**config.mk**
```make
export PLATFORM = sky130hd
export DESIGN_NAME = pipeline_mul
export DESIGN_NICKNAME = d
export VERILOG_FILES = /design/src/rtl/pipeline_mul.sv
export SDC_FILE = /design/constraint.sdc
export NUM_CORES = 1
export LEC_CHECK = 0
export BUFFER_PORTS_ARGS = -buffer_cell sky130_fd_sc_hd__buf_2
export CORE_ASPECT_RATIO = 1.2
export CORE_MARGIN = 10
export CORE_UTILIZATION = 45
export DETAILED_ROUTE_END_ITERATION = 7
export HOLD_SLACK_MARGIN = 0.15
export PLACE_DENSITY_LB_ADDON = 0.12
export SYNTH_ARGS = -nofsm -noshare
export SYNTH_HDL_FRONTEND = slang
export SYNTH_SLANG_ARGS = --single-unit
```
**constraint.sdc**
```tcl
create_clock -name clk -period 2.4 [get_ports clk]
set_input_delay 0.6 -clock clk [delete_from_list [all_inputs] [get_ports clk]]
set_output_delay 0.6 -clock clk [all_outputs]
set_load 0.005 [all_outputs]
```
**src/rtl/pipeline_mul.sv**
```systemverilog
// ---------------------------------------------------------------------------
// pipeline_mul
//   Fully pipelined signed (two's complement) DATA_W x DATA_W multiplier for
//   the mini_core_accel datapath. It accepts one operand pair per clock and
//   returns each product in order, DATA_W clocks after acceptance.
//
//   The structure is shift-and-add. Each stage adds one partial product, and
//   no multiplier primitive is used. A pair captured at edge T fills stage 0
//   at edge T and reaches stage DATA_W-1 at edge T+DATA_W-1. The output
//   register then presents it at edge T+DATA_W.
//
// Ports
//   clk           in   1         single clock, rising edge
//   rst           in   1         synchronous, active-high reset
//   start         in   1         operand-valid; pair sampled on each edge with start=1
//   multiplier    in   DATA_W    signed operand A
//   multiplicand  in   DATA_W    signed operand B
//   ready         out  1         result-valid pulse, one per accepted pair
//   result        out  2*DATA_W  signed product A*B; holds last product when ready=0
// ---------------------------------------------------------------------------

// ---------------------------------------------------------------------------
// pipeline_mul_stage
//   One shift-and-add step. The stage adds B*A[IDX] << IDX to the incoming
//   accumulator and registers the sum with its own copies of A, B and valid.
//   Stage DATA_W-1 subtracts instead of adding, because the A sign bit
//   weighs -2^(DATA_W-1).
//
// Ports
//   clk, rst   clock and synchronous active-high reset
//   vld_in     token valid entering this stage
//   a_in/b_in  operand copies entering this stage
//   acc_in     partial sum entering this stage
//   vld_out, a_out, b_out, acc_out   registered copies for the next stage
// ---------------------------------------------------------------------------
module pipeline_mul_stage #(
   parameter int DATA_W = 8,
   parameter int IDX    = 0
) (
   input  logic                  clk,
   input  logic                  rst,
   input  logic                  vld_in,
   input  logic [DATA_W-1:0]     a_in,
   input  logic [DATA_W-1:0]     b_in,
   input  logic [2*DATA_W-1:0]   acc_in,
   output logic                  vld_out,
   output logic [DATA_W-1:0]     a_out,
   output logic [DATA_W-1:0]     b_out,
   output logic [2*DATA_W-1:0]   acc_out
);

   localparam int PW = 2*DATA_W;

   logic [PW-1:0] b_ext;
   logic [PW-1:0] pp;
   logic [PW-1:0] acc_nxt;

   always_comb begin
      b_ext = {{DATA_W{b_in[DATA_W-1]}}, b_in};
      pp    = a_in[IDX] ? (b_ext << IDX) : '0;
      // Two's complement: the MSB of A carries negative weight.
      if (IDX == DATA_W-1) acc_nxt = acc_in - pp;
      else                 acc_nxt = acc_in + pp;
   end

   // rst also masks the incoming token, so start is ignored on reset edges.
   always_ff @(posedge clk) begin
      if (rst) begin
         vld_out <= 1'b0;
         a_out   <= '0;
         b_out   <= '0;
         acc_out <= '0;
      end else begin
         vld_out <= vld_in;
         a_out   <= a_in;
         b_out   <= b_in;
         acc_out <= acc_nxt;
      end
   end

endmodule

module pipeline_mul #(
   parameter int DATA_W = 8
) (
   input  logic                  clk,
   input  logic                  rst,
   input  logic                  start,
   input  logic [DATA_W-1:0]     multiplier,
   input  logic [DATA_W-1:0]     multiplicand,
   output logic                  ready,
   output logic [2*DATA_W-1:0]   result
);

   // Index k holds the signals entering stage k. Index DATA_W is the output
   // of the last stage.
   logic [DATA_W:0]                 vld_pipe;
   logic [DATA_W:0][DATA_W-1:0]     a_pipe;
   logic [DATA_W:0][DATA_W-1:0]     b_pipe;
   logic [DATA_W:0][2*DATA_W-1:0]   acc_pipe;

   assign vld_pipe[0] = start;
   assign a_pipe[0]   = multiplier;
   assign b_pipe[0]   = multiplicand;
   assign acc_pipe[0] = '0;

   for (genvar gi = 0; gi < DATA_W; gi++) begin : g_stage
      pipeline_mul_stage #(
         .DATA_W (DATA_W),
         .IDX    (gi)
      ) u_stage (
         .clk     (clk),
         .rst     (rst),
         .vld_in  (vld_pipe[gi]),
         .a_in    (a_pipe[gi]),
         .b_in    (b_pipe[gi]),
         .acc_in  (acc_pipe[gi]),
         .vld_out (vld_pipe[gi+1]),
         .a_out   (a_pipe[gi+1]),
         .b_out   (b_pipe[gi+1]),
         .acc_out (acc_pipe[gi+1])
      );
   end

   // The operand copies that leave the last stage are never needed.
   logic unused_operands;
   assign unused_operands = ^{a_pipe[DATA_W], b_pipe[DATA_W]};

   // Output register. result only moves on a valid token, so bubbles hold
   // the last product.
   always_ff @(posedge clk) begin
      if (rst) begin
         ready  <= 1'b0;
         result <= '0;
      end else begin
         ready <= vld_pipe[DATA_W];
         if (vld_pipe[DATA_W]) result <= acc_pipe[DATA_W];
      end
   end

endmodule

```
Word level (Yosys, flattened, before mapping). Index checks and enable logic that the tools add are counted.

Bits in registers: 257. Bits of input ports: 19. Output and inout bits: 17. Logic and storage cells: 48.

$add $sub $neg: 7. Multiplexer cells: 7. Bitwise operators: 1. Reductions and logical operators: 1.

Operator list (number): two-way mux 16 bit (7); adder 16 bit (6); subtractor 16 bit (1); OR reduction 2 bit (1); inverter 1 bit (1).

Longest topological paths before layout.
Depth after elaboration: 2. Mapped depth: 10. Gate-level depth less buffers: 9.

By module. From an unflattened synthesis, not the netlist that was laid out.

Cell total of the unflattened synthesis: 1272. Area, all modules: 12341.8 sq um.

Modules (own cells, without submodules): pipeline_mul_stage at g_stage[0].u_stage (instances 1, cells an instance 182, area an instance 1680.4 sq um); pipeline_mul_stage at g_stage[2].u_stage (instances 1, cells an instance 164, area an instance 1535.2 sq um); pipeline_mul_stage at g_stage[1].u_stage (instances 1, cells an instance 157, area an instance 1522.7 sq um); pipeline_mul_stage at g_stage[3].u_stage (instances 1, cells an instance 166, area an instance 1516.5 sq um); pipeline_mul_stage at g_stage[5].u_stage (instances 1, cells an instance 146, area an instance 1467.7 sq um); pipeline_mul_stage at g_stage[4].u_stage (instances 1, cells an instance 149, area an instance 1448.9 sq um); pipeline_mul_stage at g_stage[6].u_stage (instances 1, cells an instance 126, area an instance 1290.0 sq um); pipeline_mul_stage at g_stage[7].u_stage (instances 1, cells an instance 127, area an instance 1268.7 sq um); pipeline_mul (instances 1, cells an instance 55, area an instance 611.8 sq um).

Worst setup path after synthesis. OpenSTA, ideal clock, no wires.

Kind: reg2reg. From: register g_stage[1].u_stage.a_out[2]. To: register g_stage[2].u_stage.acc_out[10]. Arrival time: 2291 ps. Required time: 2279 ps. Setup slack: -12 ps. Cell stages (with the launch flop): 11. Buffers on the path: 1. Cell sequence: dfxtp_1 -> clkbuf_1 -> and2_1 -> ha_1 -> inv_1 -> fa_1 -> nor2b_1 -> o31a_1 -> o41a_1 -> mux2i_1 -> mux2_2.

Word-level cells in the longest chain between the ends: 2.

RTL lines: from (decl) (line 47) `output logic [DATA_W-1:0] a_out,`; from (signal assigned) (line 75) `a_out <= a_in;`; two-way mux 16 bit (line 60) `pp = a_in[IDX] ? (b_ext << IDX) : '0;`; adder 16 bit (line 63) `else acc_nxt = acc_in + pp;`; to (signal assigned) (line 77) `acc_out <= acc_nxt;`; to (decl) (line 49) `output logic [2*DATA_W-1:0] acc_out`.

No other way between the ends. A chain may end at the register's enable or synchronous reset.

Final worst setup path.
From: register g_stage[1].u_stage.a_out[2]. To: register g_stage[2].u_stage.acc_out[14].

Same word-level chain as after synthesis.

==> flow_metrics.tcl <==
set metrics [dict create \
    status "finished, violations left" \
    failed_checks "negative setup slack" \
    hold_path_class "input port to flop" \
    syn_area_sq_um 9530 \
    drc 0 \
    drv_slew 0 \
    die_y_microns 179 \
    hold_viol_final 0 \
    row_count 58 \
    synth_top_cell_by_area "dfxtp_1" \
    drt-vias-per-instance 4.83 \
    gp_congestion 0.795 \
    ios 36 \
    holdCritStartpoint "multiplier[3]" \
    crit_path_end "g_stage[2].u_stage.acc_out[14]" \
    power_frac_seq_pct 50.6 \
    grt_start_max_net_pins 91 \
    rr_worst_depth 9 \
    routed_wl_microns 16100 \
    final_nets 1136 \
    cts_buffers 24 \
    fmax_ghz 0.412 \
    vias 6480 \
    p_leak_nw 4.83 \
    numPortBuffers 35 \
    antenna_found_initial 0 \
    start_util_pct 45.6 \
    r2r-start "g_stage[1].u_stage.a_out[2]" \
    cp-startpoint "g_stage[1].u_stage.a_out[2]" \
    cp.arrival_ns 2.82 \
    clkSinkCount 229 \
    p_comb_share_pct 3.6 \
    tightest_slew_ns 0.407 \
    dp.cells 1289 \
    slew_headroom_pct 72.2 \
    ir_drop_uv 499 \
    rsz0062_at_grt "true" \
    utilization_pct 54.1 \
    dr.first_iter.drc_count 188 \
    syn2layout_area_growth_pct 18.7 \
    internal_power_w 0.00613 \
    die_w_microns 153 \
    cp-start-kind "flop" \
    dieArea_sq_um 27400 \
    wl_met1_microns 6490 \
    wl_per_cell_microns 12.0 \
    maxCapViolCount 0 \
    drive_gt1_share_pct 17.3 \
    diodes 0 \
    grt_pass1_vias 6619 \
    drtPass1Iterations 4 \
    ys_top_cells_by_area "dfxtp_1 (48%), nor2b_1 (10%), ha_1 (7.4%)" \
    gr-total-overflow 0 \
    cts_max_level 1 \
    r2r_end "g_stage[2].u_stage.acc_out[14]" \
    yosysUniqueCellTypes 57 \
    cts_tree "yes" \
    final_cells 1342 \
    min_period_ns 2.43 \
    async_flop_share_pct 0 \
    dp_hpwl_microns 11700 \
    path_clk_slew_ns 0.06 \
    synth_ff_type "dfxtp_1" \
    switchingPower_w 0.00164 \
    crit_fanout 5 \
    n_fill_cell 1893 \
    clkPwrFrac_pct 45.8 \
    cp-end-kind "flop" \
    grt_usage_pct 11.4 \
    p_sw_share_pct 21.1 \
    seq_area_frac_synth_pct 48.1 \
    wl_met3_microns 524 \
    setup_viol 4 \
    grt_pass1_wl_microns 27900 \
    syn_nets 1051 \
    synth_cells 969 \
    clk_path_buf_depth 3 \
    ys_ff_latch 229 \
    netlist.area_leader.share_pct 48.1 \
    synth-edff-count 0 \
    top_signal_layer_used "met4" \
    clk_latency_ns 0.51 \
    required_ns 2.79 \
    fin_crit_sh_pct 101 \
    yosys_warnings 0 \
    skew_ns 0.0176 \
    coreArea_sq_um 20900 \
    critPathKind "flop to flop" \
    whs_ns 0.294 \
    avgSynthCellArea_sq_um 9.84 \
    reg2reg_slack_ns -0.03 \
    cts-root-buf "clkbuf_16" \
    powerDensity_nw_per_um2 687 \
    setup_ws_ns -0.0293 \
    dr_wl_met2_microns 8710 \
    drt.antenna.violating_nets 0 \
]
[cells in the final DEF (no fill, tap or decap), types with 23 or more instances in the layout]
cell and instances:
and2_1 51, buf_2 34, buf_4 55, clkbuf_16 24
dfxtp_1 224, ha_1 49, inv_1 23, mux2i_1 28
nand2_1 32, nor2_1 92, nor2b_1 154, nor3_1 29
o21ai_0 33
[worst min path at each step]
| stage | end | slack, ns | cells after the start |
|---|---|---|---|
| floorplan | g_stage[1].u_stage.a_out[2] | 0.41 | 1 |
| global placement | g_stage[3].u_stage.vld_out | 0.42 | 1 |
| detailed placement | g_stage[5].u_stage.acc_out[3] | 0.42 | 1 |
| CTS | g_stage[0].u_stage.a_out[3] | 0.27 | 2 |
| global route | g_stage[0].u_stage.a_out[4] | 0.29 | 2 |
| finish | g_stage[0].u_stage.a_out[3] | 0.29 | 2 |
[power by group through the flow]
| stage | Clock, W | Sequential [W] | Combinational [W] |
|---|---|---|---|
| 2_1_floorplan | 0 | 0.00400 | 0.000206 |
| 3_3_place_gp | 0 | 0.00401 | 0.000273 |
| 3_5_place_dp | 0 | 0.00401 | 0.000277 |
| 4_1_cts | 0.00368 | 0.00393 | 0.000279 |
| 5_1_grt | 0.00383 | 0.00394 | 0.000324 |
| 6_report | 0.00356 | 0.00393 | 0.000280 |
[synth_stat cells (11+ instances only)]
master and n:
dfxtp_1 229, nor2b_1 155, nor2_1 93, ha_1 56
and2_1 55, o21ai_0 36, nand2_1 32, mux2i_1 30
nor3_1 29, a21oi_1 25, inv_1 25, clkbuf_1 24
a211oi_1 15, mux2_2 13, xnor2_1 12, o21a_1 11
[through the flow]
stage	total power [W]	setup WS, ns	TNS, ns	instance area (sq um)
after floorplan	0.00420	0.00441	0	9530
after global placement	0.00428	-0.0377	-0.0686	10300
after detailed placement	0.00429	-0.0584	-0.110	10300
after CTS	0.00789	-0.0255	-0.0450	11100
after global routing	0.00809	-0.121	-0.660	11300
final	0.00777	-0.0293	-0.0593	11300
[critical path: stages (launching register included)]
cell,delay (ns)
dfxtp_4,0.35
and2_4,0.14
ha_4,0.15
inv_2,0.06
fa_2,0.20
nor2b_2,0.05
o31a_1,0.31
o41a_1,0.50
mux2i_1,0.20
mux2_2,0.35
[repair_timing]
| item | CTS | global route |
|---|---|---|
| endpoints found under the setup margin | 5 | 19 |
| pin swaps | 4 | 13 |
| setup buffers | 1 | 8 |
| resized for setup | 15 | 29 |
| hold buffers | 0 | 0 |
[cells by family (layout without fill, tap and decap cells)]
group                    count (synthesis)  after routing  share of synthesized area (%)
AO/OA/AOI/OAI                          139            139                           10.1
XOR/XNOR                                22             22                           2.02
adder cells (fa/ha/maj)                 64             64                           8.93
buffers and inverters                   57            160                           2.28
flip-flops                             229            229                           48.1
multiplexers                            45             45                           4.92
AND/OR/NAND/NOR                        413            413                           23.7
[per-layer routing]
metal	track usage (%)	vias to the layer above
met5	0	-
met3	2.08	30
li1	-	3457
met4	3.63	0
met2	23.1	76
met1	11.2	2917
[sequential cells by signal (all words and copies together), names as in the netlist]
signal and cells:
g_stage.u_stage.acc_out 120, g_stage.u_stage.b_out 56, g_stage.u_stage.a_out 28, result 16, g_stage.u_stage.vld_out 8, ready 1
[area by class of cell]
cell class / count / area [sq um] / area share (%)
inverter: 25 / 93.8 / 0.829
timing repair buffer: 91 / 614 / 5.43
tap: 270 / 338 / 2.99
sequential: 229 / 4590 / 40.6
clock inverter: 9 / 88.8 / 0.785
multi-input combinational: 683 / 4890 / 43.3
clock buffer: 35 / 692 / 6.12
(Power assumes the default switching activity.)
